<file path="src/rtl/raster_timing_gen.sv">
// Raster scan timing generator: h/v counters, syncs, active-video qualifier and pixel coordinates.
// Optional frame counter output is enabled by defining RASTER_FRAME_CNT_EN.
module raster_timing_gen #(
  parameter int   H_ACTIVE = 640,
  parameter int   H_FP     = 16,
  parameter int   H_SYNC   = 96,
  parameter int   H_BP     = 48,
  parameter int   V_ACTIVE = 480,
  parameter int   V_FP     = 10,
  parameter int   V_SYNC   = 2,
  parameter int   V_BP     = 33,
  parameter logic H_POL    = 1'b0,
  parameter logic V_POL    = 1'b0
) (
  input  logic        clk,
  input  logic        reset,
  input  logic        pix_ce,
  input  logic        run,
  output logic        hsync,
  output logic        vsync,
  output logic        enable,
  output logic [10:0] gr_x,
  output logic [9:0]  gr_y,
  output logic        line_start,
  output logic        frame_start
`ifdef RASTER_FRAME_CNT_EN
  ,
  output logic [15:0] frame_cnt
`endif
);

  localparam int H_TOTAL = H_ACTIVE + H_FP + H_SYNC + H_BP;
  localparam int V_TOTAL = V_ACTIVE + V_FP + V_SYNC + V_BP;

  localparam logic [10:0] H_LAST    = 11'(H_TOTAL - 1);
  localparam logic [10:0] H_ACT_END = 11'(H_ACTIVE);
  localparam logic [10:0] HS_BEG    = 11'(H_ACTIVE + H_FP);
  localparam logic [10:0] HS_END    = 11'(H_ACTIVE + H_FP + H_SYNC);
  localparam logic [9:0]  V_LAST    = 10'(V_TOTAL - 1);
  localparam logic [9:0]  V_ACT_END = 10'(V_ACTIVE);
  localparam logic [9:0]  VS_BEG    = 10'(V_ACTIVE + V_FP);
  localparam logic [9:0]  VS_END    = 10'(V_ACTIVE + V_FP + V_SYNC);

  logic [10:0] h_cnt;
  logic [9:0]  v_cnt;
  logic        h_act, v_act, h_sync_ph, v_sync_ph, h_wrap, v_wrap, en_next, fs_next;

  always_comb begin
    h_act     = (h_cnt < H_ACT_END);
    v_act     = (v_cnt < V_ACT_END);
    h_sync_ph = (h_cnt >= HS_BEG) && (h_cnt < HS_END);
    v_sync_ph = (v_cnt >= VS_BEG) && (v_cnt < VS_END);
    h_wrap    = (h_cnt == H_LAST);
    v_wrap    = (v_cnt == V_LAST);
    en_next   = h_act && v_act;
    fs_next   = (h_cnt == 11'd0) && (v_cnt == 10'd0);
  end

  // Outputs are decoded from the counter value before it advances, so every
  // output carries the same one-qualified-cycle latency.
  always_ff @(posedge clk or negedge reset) begin
    if (!reset) begin
      h_cnt       <= '0;
      v_cnt       <= '0;
      hsync       <= ~H_POL;
      vsync       <= ~V_POL;
      enable      <= 1'b0;
      gr_x        <= '0;
      gr_y        <= '0;
      line_start  <= 1'b0;
      frame_start <= 1'b0;
    end else if (pix_ce) begin
      if (!run) begin
        h_cnt       <= '0;
        v_cnt       <= '0;
        hsync       <= ~H_POL;
        vsync       <= ~V_POL;
        enable      <= 1'b0;
        gr_x        <= '0;
        gr_y        <= '0;
        line_start  <= 1'b0;
        frame_start <= 1'b0;
      end else begin
        hsync       <= h_sync_ph ? H_POL : ~H_POL;
        vsync       <= v_sync_ph ? V_POL : ~V_POL;
        enable      <= en_next;
        gr_x        <= en_next ? h_cnt : 11'd0;
        gr_y        <= en_next ? v_cnt : 10'd0;
        line_start  <= (h_cnt == 11'd0) && v_act;
        frame_start <= fs_next;
        if (h_wrap) begin
          h_cnt <= '0;
          v_cnt <= v_wrap ? 10'd0 : v_cnt + 10'd1;
        end else begin
          h_cnt <= h_cnt + 11'd1;
        end
      end
    end
  end

`ifdef RASTER_FRAME_CNT_EN
  // Counts up together with the frame_start pulse, so the first frame reads 1.
  always_ff @(posedge clk or negedge reset) begin
    if (!reset) begin
      frame_cnt <= '0;
    end else if (pix_ce && run && fs_next) begin
      frame_cnt <= frame_cnt + 16'd1;
    end
  end
`endif

endmodule

</file>
<file path="config.mk">
export PLATFORM = sky130hd
export DESIGN_NAME = raster_timing_gen
export DESIGN_NICKNAME = d
export VERILOG_FILES = /design/src/rtl/raster_timing_gen.sv
export SDC_FILE = /design/constraint.sdc
export NUM_CORES = 1
export LEC_CHECK = 0
export CAP_MARGIN = 20
export CORE_UTILIZATION = 45
export DETAILED_ROUTE_END_ITERATION = 7
export HOLD_SLACK_MARGIN = 0.03
export PLACE_DENSITY = 0.75
export SYNTH_ARGS = -nofsm -noshare
export SYNTH_HDL_FRONTEND = slang
export SYNTH_SLANG_ARGS = --single-unit
</file>
<file path="constraint.sdc">
create_clock -name clk -period 5.9 [get_ports clk]
set_input_delay 1.475 -clock clk [delete_from_list [all_inputs] [get_ports clk]]
set_output_delay 1.475 -clock clk [all_outputs]
set_load 0.005 [all_outputs]
</file>
# Yosys cells after proc, flatten, opt, wreduce, memory -nomap -nowiden
# Index checks and enable logic that the tools add are counted.
# word_totals
ff_bits,47
in_bits,4
output_inout_bits,26
wordCells,44
# op_classes
n_mux,16
n_addsub,2
n_reduce_logical,8
magnitude_cmp,6
eq_ne,3
# op_table
cell,n
$mux W10,5
$mux W11,4
$lt A11 B10 Y1 const B,2
$lt A10 B9 Y1 const B,2
$add A11 B1 Y11 const B,1
$eq A11 B10 Y1 const B,1
$ge A11 B10 Y1 const B,1
$logic_not A11 Y1,1
$add A10 B1 Y10 const B,1
$eq A10 B10 Y1 const B,1
$ge A10 B9 Y1 const B,1
$logic_not A10 Y1,1
$mux W1,7
$logic_and A1 B1 Y1,5
$ne A2 B1 Y1 const B,1
$reduce_and A2 Y1,1

# Longest topological paths before layout
# depth
word_depth,4
depth_mapped,7
ltp_nobuf,6

# Worst setup path after synthesis
# OpenSTA, ideal clock, no wires.
# synth_timing
path_kind,input to register
from,in run
to,reg v_cnt[6]
required_time_ns,5.774
cell_stages,6
path_slack_ns,3.159
arrival_time_ns,2.615
setup_time_ns,0.126
n_path_buf,2
path_cell_list,clkbuf_1 nor2b_1 a41oi_1 buf_2 nor2_1 a221o_1
# synth_via
elab_chain_len,2
elab_cells_between_ends,3
classes_between,1 x eq/ne; 1 x mux; 1 x reduce/logical
# synth_rtl
element,line,text
"start, declared",18,"input logic run,"
$ne A2 B1 Y1 (no line),-,
$reduce_and A2 Y1 (no line),-,
"end signal, assigned",93,v_cnt <= v_wrap ? 10'd0 : v_cnt + 10'd1;
"end, declared",45,logic [9:0] v_cnt;
# Parallel ways exist; a longest one is shown, timed or not.
# A chain may end at the register's enable or synchronous reset.

# Worst setup path after layout
# layout_timing
from,in pix_ce
to,reg v_cnt[6]
# layout_via
elab_chain_len,1
# layout_rtl
element,line,text
"start, declared",17,"input logic pix_ce,"
$reduce_and A2 Y1 (no line),-,
# Every way passes these cells.

==> metrics.cfg <==
[detailed_routing]
m1WireLength_mm=2.22
drt_pass1_iterations=4
drt_wl_total_mm=4.57
dr.max_layer_used=met4
wire_per_inst_microns=15.2
drc=0
routed_via_density=5.78
route.met2.wl_mm=1.99
drt-initial-drc-count=136
wl_met3_microns=297
drtAntennaViolNets=0
vias=1735

[clock_tree]
hold_buffers=0
ctsHtreeMaxLevel=2
clock_latency_ns=0.29
cts.sinks=47
cts_tree=built
clockRootBuffer=clkbuf_8
post-cts-setup-buffers=0
clkTransAtPathRegs_ns=0.08
cts_resized=0
cts_buffers=5
clock_path_buffers=2

[setup_path]
crit-reg2reg-launch=h_cnt[1]
required_ns=6.08
r2r-end=v_cnt[7]
slowest_stage=clkdlybuf4s50_1
crit_path_max_fanout=20
cp-start-kind=primary input
crit_arrival_ns=3.83
crit_buf_inv=1
cp-end-kind=flop
crit_type=primary input to flop
critPathMaxStageDelay_ns=0.78
path_delay_family=compound AO/OA/AOI/OAI gates
crit_path_cell_trace=clkdlybuf4s50_1, nor2b_1, a41oi_1, nor2_1, a221o_1
rr_worst_depth=5
rrSetupSlack_ns=3.37

[placement]
place_congestion=0.905
dp.final_hpwl_mm=3.04
place_area_sq_um=2570
io_buffers=29

[pwr]
leakagePower_nw=1.17
clkPwrFrac_pct=31.1
power_density_nw_per_um2=242
comb_power_share_pct=12.8
sw_frac_of_total_pct=26.6
p_switching_mw=0.173
p_int_mw=0.477
seqPwrFrac_pct=56.1
vdd_drop_max_mv=0.128

[cells_and_area]
drive_gt1_share_pct=10.3
fin_nets=240
design_area_sq_um=2690
syn_to_final_growth_pct=18.1
antennaDiodeCount=0
final_common_cell=dfrtp_1
num-fill-cells=408
final_cell_mix=dfrtp_1 (45), clkdlybuf4s50_1 (28), a22o_1 (23)

[global_route]
grt_start_max_net_pins=48
grt_first_pass_wirelength_mm=7.60
grt_pass1_vias=1589
antenna_found_initial=0
grt_use_total_pct=18.6
grt.overflow.total=0

[synthesis]
yosys_warnings=0
ys_async_sr_fraction_pct=100
synth_fp_nets=223
ys_seq_elements=47
yosys.cell_types.count=49
ys_seq_area_share_pct=51.8
synth_cells=215
synth.avg_cell_area_sq_um=10.6
synth-edff-count=0
syn-cell-area_sq_um=2280
synth-main-ff-cell=dfrtp_1

[sta]
rsz0062_at_grt=false
hold_viol=0
fmax_ghz=0.274
period_needed_ns=3.65
max_slew.worst_pin.slew_ns=0.984
skew_ns=0.00496
setup_viol=0
finalCritPeriodShare_pct=61.9
tns_ns=0
drv_slew=0
slew_headroom_pct=33.5
hold_slack_ns=0.485

[status]
status=finished, final reports clean

[run]
cap_violations=0

[hold_path]
worstHoldEndpoint=enable
min_path_cells=1
hp-class=flop to flop
hp-start=enable

[floorplanning]
die_h_microns=73.1
io-pin-count=30
rows=25
dieArea_sq_um=5350
initial_core_util_pct=47.6
core_area_sq_um=4790
die_w_microns=73.1

[synthesized netlist by cell type (all sizes together), types with 3 or more instances]
cell    instances  area [sq um]
mux2            3          33.8
nor3            7          35.0
or4             3          26.3
clkbuf         15          56.3
xor2            3          26.3
nor4            4          25.0
nand3          10          50.1
nand2          10          37.5
xnor2           3          26.3
and3            4          25.0
inv             6          22.5
nor2b           4          25.0
ha              4          50.1
a22o           24           211
nor2           12          45.0
o21ai           8          40.0
nand4           8          50.1
a41oi           3          26.3
dfrtp          45          1130
buf             7          40.0
[worst reg2reg max path, cell delays in order (launching register included)]
cell	delay, ns
dfrtp_1	0.47
ha_1	0.31
nor3b_1	0.42
a41oi_1	0.53
or4_1	0.66
nand3_1	0.08
[state kept, by name (all words and copies together), names as in the netlist]
name / cells
gr_x: 11
h_cnt: 11
gr_y: 10
v_cnt: 10
enable: 1
frame_start: 1
hsync: 1
line_start: 1
vsync: 1
[through the flow]
stage / cells / setup slack, ns / utilization (%) / power (mW)
5_1_grt: 300 / 2.09 / 56.2 / 0.679
4_1_cts: 299 / 2.29 / 55.8 / 0.650
3_3_place_gp: 291 / 2.06 / 53.7 / 0.449
6_report: 300 / 2.25 / 56.2 / 0.650
3_5_place_dp: 291 / 1.98 / 53.7 / 0.451
2_1_floorplan: 215 / 3.16 / - / 0.413
[worst max path at each step]
stage / from / to / cells past startpoint
floorplan: run / v_cnt[6] / 6
global placement: pix_ce / v_cnt[5] / 5
detailed placement: pix_ce / v_cnt[6] / 5
CTS: pix_ce / v_cnt[6] / 5
global route: pix_ce / v_cnt[6] / 5
finish: pix_ce / v_cnt[6] / 5
[area by class of cell]
class                           count  area (sq um)  area share (%)
Multi-Input combinational cell    139           982            36.5
Sequential cell                    47          1180            43.8
Tap cell                           67          83.8            3.12
Timing Repair Buffer               32           320            11.9
Clock buffer                        6          82.6            3.07
Inverter                            7          26.3           0.977
Clock inverter                      2          16.3           0.605
[layer usage]
metal / global-route usage [%] / vias to the layer above
met4: 8.28 / 0
met1: 27.9 / 827
li1: - / 833
met5: 0 / -
met2: 25.3 / 66
met3: 4.14 / 9
[power groups by stage]
stage	Sequential, mW	Combinational [mW]	Clock, mW
final	0.365	0.0830	0.202
after global routing	0.368	0.0936	0.218
after CTS	0.364	0.0815	0.205
after detailed placement	0.370	0.0809	0
after global placement	0.370	0.0791	0
after floorplan	0.357	0.0557	0
[kinds of logic after synthesis]
logic type      share of synthesized area [%]
mux                                      1.92
xor+xnor                                 2.31
flops                                    51.8
fa+ha+maj                                2.20
simple gates                             18.2
buf+inv                                  5.38
compound gates                           18.2
Power figures use the tool's default switching activity.
